[src/rtl/mul_norm_pipe.sv]
// Normalizes a significand product and exponent into {sig, guard, sticky} plus flags; 2-cycle latency, 1 beat/cycle.
// Two valid/ready register stages; a stalled output holds stable and I_READY drops only when both stages are full.
module mul_norm_pipe #(
   parameter int MW = 24,
   parameter int EW = 10
) (
   input  logic                     CLK,
   input  logic                     RST,
   input  logic                     I_VALID,
   output logic                     I_READY,
   input  logic [2*MW-1:0]          I_P,
   input  logic [EW-1:0]            I_EZ,
   output logic                     O_VALID,
   input  logic                     O_READY,
   output logic [MW+1:0]            O_SIG,
   output logic [EW-1:0]            O_EXP,
   output logic [$clog2(2*MW)-1:0]  O_SHL,
   output logic                     O_OVF,
   output logic                     O_DENORM,
   output logic                     O_ZERO
);
   localparam int PW = 2 * MW;
   localparam int SW = $clog2(PW);
   localparam int XW = EW + 2;
   localparam int GW = MW + 2;
   localparam logic signed [XW-1:0] ONE_X = XW'(1);
   localparam logic signed [XW-1:0] DMAX  = XW'(GW);
   localparam logic [GW-1:0]        ONES  = '1;

   logic            s1_vld_q, s1_vld_d;
   logic [PW-1:0]   s1_p_q, s1_p_d;
   logic [EW-1:0]   s1_e_q, s1_e_d;
   logic            s2_vld_q, s2_vld_d;
   logic [GW-1:0]   s2_sig_q, s2_sig_d;
   logic [EW-1:0]   s2_exp_q, s2_exp_d;
   logic [SW-1:0]   s2_shl_q, s2_shl_d;
   logic            s2_ovf_q, s2_ovf_d;
   logic            s2_den_q, s2_den_d;
   logic            s2_zero_q, s2_zero_d;
   logic            s1_ld, s2_ld;

   logic signed [XW-1:0] e_x, em1, lz_x, s_x, d_raw, d_sat;
   logic [SW-1:0]   lz, shl;
   logic            is_zero, top, e_neg, e_pos;
   logic [PW-2:0]   q;
   logic [GW-1:0]   sig_ovf, sig_s0, sig_nrm, sig_sub, sub_base, sub_shr, sub_lost;
   logic [EW-1:0]   exp_ovf, exp_nrm;
   logic [GW-1:0]   r_sig;
   logic [EW-1:0]   r_exp;
   logic [SW-1:0]   r_shl;
   logic            r_ovf, r_den, r_zero;

   // Stage-2 datapath: classify the beat held in S1 and align it.
   always_comb begin
      e_x = {{2{s1_e_q[EW-1]}}, s1_e_q};
      lz  = '0;
      for (int i = 0; i < PW - 1; i++) begin
         if (s1_p_q[i]) lz = SW'(PW - 2 - i);
      end
      is_zero = ~|s1_p_q;
      top     = s1_p_q[PW-1];
      e_neg   = e_x[XW-1];
      e_pos   = !e_neg && (|e_x);

      lz_x = {{(XW-SW){1'b0}}, lz};
      em1  = e_x - ONE_X;
      s_x  = (lz_x < em1) ? lz_x : em1;
      shl  = s_x[SW-1:0];
      q    = s1_p_q[PW-2:0] << shl;

      sig_ovf = {s1_p_q[PW-1 -: MW], s1_p_q[PW-MW-1], |s1_p_q[PW-MW-2:0]};
      sig_s0  = {s1_p_q[PW-2 -: MW], s1_p_q[PW-MW-2], |s1_p_q[PW-MW-3:0]};
      sig_nrm = {q[PW-2 -: MW], q[PW-MW-2], |q[PW-MW-3:0]};

      // Right shift saturates at the full field width so every bit lands in sticky.
      d_raw    = top ? -e_x : (ONE_X - e_x);
      d_sat    = (d_raw > DMAX) ? DMAX : d_raw;
      sub_base = top ? sig_ovf : sig_s0;
      sub_shr  = sub_base >> d_sat;
      sub_lost = sub_base & ~(ONES << d_sat);
      sig_sub  = {sub_shr[GW-1:1], sub_shr[0] | (|sub_lost)};

      exp_ovf = s1_e_q + EW'(1);
      exp_nrm = s1_e_q - s_x[EW-1:0];

      r_sig  = '0;
      r_exp  = '0;
      r_shl  = '0;
      r_ovf  = 1'b0;
      r_den  = 1'b0;
      r_zero = 1'b0;
      if (is_zero) begin
         r_zero = 1'b1;
      end else if (top && !e_neg) begin
         r_sig = sig_ovf;
         r_exp = exp_ovf;
         r_ovf = 1'b1;
      end else if (!top && e_pos) begin
         r_sig = sig_nrm;
         r_shl = shl;
         if (s_x == lz_x) r_exp = exp_nrm;
         else             r_den = 1'b1;
      end else begin
         r_sig = sig_sub;
         r_den = 1'b1;
         r_ovf = top;
      end
   end

   always_comb begin
      s2_ld   = !s2_vld_q || O_READY;
      s1_ld   = !s1_vld_q || s2_ld;
      I_READY = s1_ld;

      s1_vld_d = s1_ld ? I_VALID : s1_vld_q;
      s1_p_d   = s1_p_q;
      s1_e_d   = s1_e_q;
      if (s1_ld && I_VALID) begin
         s1_p_d = I_P;
         s1_e_d = I_EZ;
      end

      s2_vld_d  = s2_ld ? s1_vld_q : s2_vld_q;
      s2_sig_d  = s2_sig_q;
      s2_exp_d  = s2_exp_q;
      s2_shl_d  = s2_shl_q;
      s2_ovf_d  = s2_ovf_q;
      s2_den_d  = s2_den_q;
      s2_zero_d = s2_zero_q;
      if (s2_ld && s1_vld_q) begin
         s2_sig_d  = r_sig;
         s2_exp_d  = r_exp;
         s2_shl_d  = r_shl;
         s2_ovf_d  = r_ovf;
         s2_den_d  = r_den;
         s2_zero_d = r_zero;
      end
   end

   always_ff @(posedge CLK or negedge RST) begin
      if (!RST) begin
         s1_vld_q  <= 1'b0;
         s1_p_q    <= '0;
         s1_e_q    <= '0;
         s2_vld_q  <= 1'b0;
         s2_sig_q  <= '0;
         s2_exp_q  <= '0;
         s2_shl_q  <= '0;
         s2_ovf_q  <= 1'b0;
         s2_den_q  <= 1'b0;
         s2_zero_q <= 1'b0;
      end else begin
         s1_vld_q  <= s1_vld_d;
         s1_p_q    <= s1_p_d;
         s1_e_q    <= s1_e_d;
         s2_vld_q  <= s2_vld_d;
         s2_sig_q  <= s2_sig_d;
         s2_exp_q  <= s2_exp_d;
         s2_shl_q  <= s2_shl_d;
         s2_ovf_q  <= s2_ovf_d;
         s2_den_q  <= s2_den_d;
         s2_zero_q <= s2_zero_d;
      end
   end

   assign O_VALID  = s2_vld_q;
   assign O_SIG    = s2_sig_q;
   assign O_EXP    = s2_exp_q;
   assign O_SHL    = s2_shl_q;
   assign O_OVF    = s2_ovf_q;
   assign O_DENORM = s2_den_q;
   assign O_ZERO   = s2_zero_q;

endmodule

[config.mk]
export PLATFORM = sky130hd
export DESIGN_NAME = mul_norm_pipe
export DESIGN_NICKNAME = d
export VERILOG_FILES = /design/src/rtl/mul_norm_pipe.sv
export SDC_FILE = /design/constraint.sdc
export NUM_CORES = 1
export LEC_CHECK = 0
export BUFFER_PORTS_ARGS = -buffer_cell sky130_fd_sc_hd__buf_4
export CORE_ASPECT_RATIO = 1.75
export CORE_UTILIZATION = 38
export CTS_CLUSTER_DIAMETER = 40
export DETAILED_ROUTE_END_ITERATION = 7
export SLEW_MARGIN = 40
export SYNTH_ARGS = -nofsm -noshare
export SYNTH_HDL_FRONTEND = slang
export SYNTH_SLANG_ARGS = --single-unit
[constraint.sdc]
create_clock -name CLK -period 16.17 [get_ports CLK]
set_input_delay 3.234 -clock CLK [delete_from_list [all_inputs] [get_ports CLK]]
set_output_delay 3.234 -clock CLK [all_outputs]
set_load 0.05 [all_outputs]
# Word level (Yosys, flattened, before mapping)

Index checks and enable logic that the tools add are counted.

Add/sub/neg operators: 5
Shifts and indexed selects: 3
$lt $le $gt $ge: 2
Reductions and logical operators: 17
Bitwise logic cells: 3
Muxes and demuxes: 69
Equal/unequal tests: 1

Operator list:

| cell                                                                             | count |
|---|---|
| 6-bit 2-to-1 mux                                                                 | 50 |
| 26-bit 2-to-1 mux                                                                | 4 |
| 48-bit OR reduction                                                              | 1 |
| 47-bit by 6-bit left shift with 47-bit output                                    | 1 |
| 22-bit OR reduction                                                              | 2 |
| 10-bit 2-to-1 mux                                                                | 4 |
| 12-bit 2-to-1 mux                                                                | 3 |
| 26-bit bitwise AND                                                               | 1 |
| 26-bit inverter                                                                  | 1 |
| 26-bit OR reduction                                                              | 1 |
| 26-bit by 12-bit left shift with 26-bit output, first input constant             | 1 |
| 26-bit by 12-bit right shift with 26-bit output                                  | 1 |
| 23-bit OR reduction                                                              | 1 |
| 12-bit by 7-bit equality test with 1-bit output                                  | 1 |
| 12-bit by 6-bit greater-than comparator with 1-bit output, second input constant | 1 |
| 10-bit negation with 12-bit output                                               | 1 |
| 7-bit by 11-bit < comparator with 1-bit output                                   | 1 |
| 10-bit by 2-bit subtractor with 11-bit output, second input constant             | 1 |
| 2-bit by 10-bit subtractor with 11-bit output, first input constant              | 1 |
| 10-bit by 1-bit adder with 10-bit output, second input constant                  | 1 |
| 10-bit OR reduction                                                              | 1 |
| 10-bit subtractor                                                                | 1 |
| 1-bit 2-to-1 mux                                                                 | 8 |
| 1-bit logical AND                                                                | 5 |
| other kinds (3)                                                                  | 7 |

Output and inout bits: 47
Register bits: 105
Input bits: 62
Word-level logic and storage cells: 110

# Longest topological paths before layout

Word-level depth: 54
Gate-level depth with buffers: 35
Depth with buffers taken out: 31

# Worst setup path before layout

OpenSTA, ideal clock, no wires.

Path type: input -> output
Start point: input O_READY
End point: output I_READY
Path buffers: 0
Arrival time: 3.723 ns
Slack: 9.213 ns
Cell stages on the path: 1
Data required time: 12.936 ns
Path through: nand3b_1

Cells in the longest elaborated chain, start to end: 2

Ends and longest elaborated chain:

| what               | RTL line | RTL |
|---|---|---|
| start: declaration | 14       | `input logic O_READY,` |
| 1-bit logical OR   | 111      | `s2_ld = !s2_vld_q \|\| O_READY;` |
| 1-bit logical OR   | 112      | `s1_ld = !s1_vld_q \|\| s2_ld;` |
| end: declaration   | 10       | `output logic I_READY,` |

No other way between the ends.

# Final worst setup path

Start point: register s1_p_q[35]
End point: register s2_exp_q[8], in the netlist O_EXP[8]

Cells in the longest elaborated chain, start to end: 19
Elaborated cells between the ends (all ways): 21
Classes of those cells: add/sub (1); order compare (1); eq/ne (1); mux (17); reduce/logical (1)

Ends and longest elaborated chain:

| what                                                                                        | RTL line | RTL |
|---|---|---|
| start: declaration                                                                          | 31       | `logic [PW-1:0] s1_p_q, s1_p_d;` |
| start signal: assignment                                                                    | 154      | `s1_p_q <= s1_p_d;` |
| 6-bit 2-to-1 mux (12 in a row)                                                              | 58       | `if (s1_p_q[i]) lz = SW'(PW - 2 - i);` |
| 7-bit by 11-bit < comparator with 1-bit output                                              | 67       | `s_x = (lz_x < em1) ? lz_x : em1;` |
| 12-bit 2-to-1 mux                                                                           | 67       |  |
| 10-bit subtractor / 12-bit by 7-bit equality test with 1-bit output (equally long branches) | 84, 101  |  |
| 10-bit 2-to-1 mux                                                                           | 101      | `if (s_x == lz_x) r_exp = exp_nrm;` |
| 10-bit 2-to-1 mux                                                                           | 98       | `end else if (!top && e_pos) begin` |
| 10-bit 2-to-1 mux                                                                           | 94       | `end else if (top && !e_neg) begin` |
| 10-bit 2-to-1 mux *                                                                         | 92       | `if (is_zero) begin` |
| end signal: assignment                                                                      | 158      | `s2_exp_q <= s2_exp_d;` |
| end: declaration                                                                            | 35       | `logic [EW-1:0] s2_exp_q, s2_exp_d;` |

Mark *: on every way between the ends. The rest lies on a longest branch, timed or not.
A chain may end at the register's enable or synchronous reset.

==> impl_metrics.ini <==
[run_status]
outcome = completed

[detailed_routing]
vias = 12700
firstDrtPassIters = 6
finalWirelength_um = 57100
drc = 0
wl_per_cell_um = 29.7
via_per_inst = 6.60
drtIter0Drc = 1161
ant_nets = 0

[power_and_ir_drop]
power_leakage_nw = 5.34
ir_drop_mv = 0.0797
p_per_area_nw_per_um2 = 142
power_mw = 1.85

[critical_path]
cp_slowest_cell = a311oi_1
r2r_setup_slack_ns = 7.91
critPathMaxStageDelay_ns = 0.63
crit_buf_inv = 3
crit_type = reg2reg
start_kind = flip-flop
critical_path_required_ns = 16.46
critical_path_arrival_ns = 8.55
worst_setup_path_end_kind = flip-flop
worstPathMaxFanout = 25
crit_family = compound AO/OA/AOI/OAI gates

[clock_network]
cts_root_buf = clkbuf_16
cts_setup_buffers = 0
clk_pin_slew_ns = 0.08
cts_inserted_buffers = 9
worstSkewPairLatency_ns = 0.40
cts_tree = built
cts_resized = 0
ctsHoldBuffers = 0
cts.sinks = 105
htree_levels = 3
clk_path_buf_depth = 2

[synth]
syn_area_um2 = 11600
synth-edff-count = 0
ys_types = 80
ys_seq_area_share_pct = 22.6
synth_top_area_share_pct = 22.6
synth-seq-cells = 105
synth.most_common_cell = nand2_1
synth_area_leaders = dfrtp_1 23%, mux2i_1 13%, mux2_2 8.4%, nand2_1 5.6%, a21oi_1 4.4%
synth_nets = 1583
ys_async_sr_fraction_pct = 100
yosys_warnings = 0
yosysTopAreaCell = dfrtp_1
synth-main-ff-cell = dfrtp_1
post_synth.cell_area_avg_um2 = 7.74
syn_inst = 1501
synth_commonest_cells = 173 x nand2_1, 155 x mux2i_1, 127 x nor2_1

[floorplanning]
core-area_um2 = 30100
die_w_um = 134
die_height_um = 233
die-area_um2 = 31300
start_util_pct = 38.6
fp-row-count = 84
io_pins = 109

[grt]
first_global_vias = 12400
overflow = 0
grt_usage_pct = 36.6
grt_pass1_wl_um = 83000
grt_max_degree = 64
antenna_found_initial = 1

[sta]
rsz0062_at_grt = false
finalCritPeriodShare_pct = 51.1
worst_pin_slew_ns = 0.962
fmax_ghz = 0.121
fin_skew_ns = 0.00993
tns_ns = 0
finalSetupViolCount = 0
period_needed_ns = 8.26
slew_viol_final = 0
relSlewSlack_pct = 35.2
hold_viol_final = 0

[layout]
fillers = 3166
nets = 1615
drive_gt1_share_pct = 18.8
syn_to_final_growth_pct = 12.2

[job]
maxCapViolCount = 0

[place]
io_buffers = 108
dp_hpwl_um = 43400
place_congestion = 1.02

[worst_hold_path]
hold_class = reg2reg
-- path summary, 6_finish.rpt --
path / start / end / cells after the start
max reg2reg: s1_p_q[35]$_DFFE_PN0P_ / O_EXP[8]$_DFFE_PN0P_ / 32
min in group asynchronous: RST / s1_p_q[13]$_DFFE_PN0P_ / 1
min: O_SHL[2]$_DFFE_PN0P_ / O_SHL[2]$_DFFE_PN0P_ / 2
min reg2reg: O_SHL[2]$_DFFE_PN0P_ / O_SHL[2]$_DFFE_PN0P_ / 2
max: s1_p_q[35]$_DFFE_PN0P_ / O_EXP[8]$_DFFE_PN0P_ / 32
max in group asynchronous: RST / s1_p_q[47]$_DFFE_PN0P_ / 2
-- worst register-to-register path, delay by kind of cell (launching register included) --
family	cells	cell delay, ns
fa+ha+maj	4	1.56
compound gates	17	3.56
flops	1	0.60
simple gates	7	1.13
buf+inv	3	1.12
xor+xnor	1	0.17
-- layout make-up --
type,count,area (um2),area share (%)
clock inverters,6,50.0,0.384
flip-flops and latches,105,2630,20.2
diodes,1,2.50,0.0192
clock buffers,10,239,1.83
multi-input cells,1237,8390,64.4
repair buffers,147,1100,8.48
well taps,387,484,3.72
inverters,33,124,0.951
-- state kept, by name (all words and copies together), names as in the netlist --
register / flops
O_DENORM: 1
O_EXP: 10
O_OVF: 1
O_SHL: 6
O_SIG: 26
O_VALID: 1
O_ZERO: 1
s1_e_q: 10
s1_p_q: 48
s1_vld_q: 1
-- cell families (layout without fill, tap and decap cells) --
logic type / after synthesis / count (layout) / share of synthesized area, %
fa+ha+maj: 22 / 22 / 2.39
buf+inv: 159 / 196 / 5.58
other cells: 0 / 1 / 0
compound gates: 418 / 418 / 23.7
mux: 246 / 246 / 22.2
xor+xnor: 27 / 27 / 2.04
simple gates: 524 / 524 / 21.5
flops: 105 / 105 / 22.6
-- per-layer routing --
layer / up-vias / wire (um) / track usage, %
met4: 2 / 5590 / 32.0
met5: - / 13 / 0
met2: 603 / 28600 / 64.0
li1: 5657 / - / -
met1: 6220 / 20000 / 37.9
met3: 230 / 2850 / 5.64
-- layout by cell type (no fill, tap or decap), types with 7 or more instances in the layout --
cell       count
or4_1         15
clkbuf_16      9
xnor2_1       20
nor2b_1       12
inv_1         27
nand4_1       13
o21ai_0       69
nor4_1        16
ha_1          19
a21oi_1      101
and3_1        15
o22ai_1       24
dfrtp_1      104
nand2_1      171
or2_1          7
o221ai_1       9
mux2i_1      154
nor2_1       125
a31oi_1       15
mux2_2        87
o211ai_1      28
buf_4        145
nand2b_1       8
nand3_1       48
or2_2          9
nor3_1        41
xor2_1         7
o21bai_1       7
a21o_1         7
o21a_1         8
a211oi_1      22
a22o_1        11
a221oi_1       9
o21ai_1       22
and2_1        13
a22oi_1        9
-- per-stage QoR --
stage	util (%)	instance area (um2)	std cells	setup WS, ns	hold slack [ns]
after floorplan	-	11600	1501	9.21	0.471
after global placement	42.2	12700	1908	8.22	0.465
after detailed placement	42.3	12700	1908	8.04	0.471
after CTS	43.2	13000	1924	8.03	0.489
after global routing	43.3	13000	1925	7.26	0.516
final	43.3	13000	1926	7.91	0.488
-- power breakdown --
part	leakage [nW]	switching, mW	internal, mW
clock	0.141	0.124	0.111
sequential	1.27	0.0924	0.311
combinational	3.93	0.811	0.401
total	5.34	1.03	0.823
(Power assumes the default switching activity.)
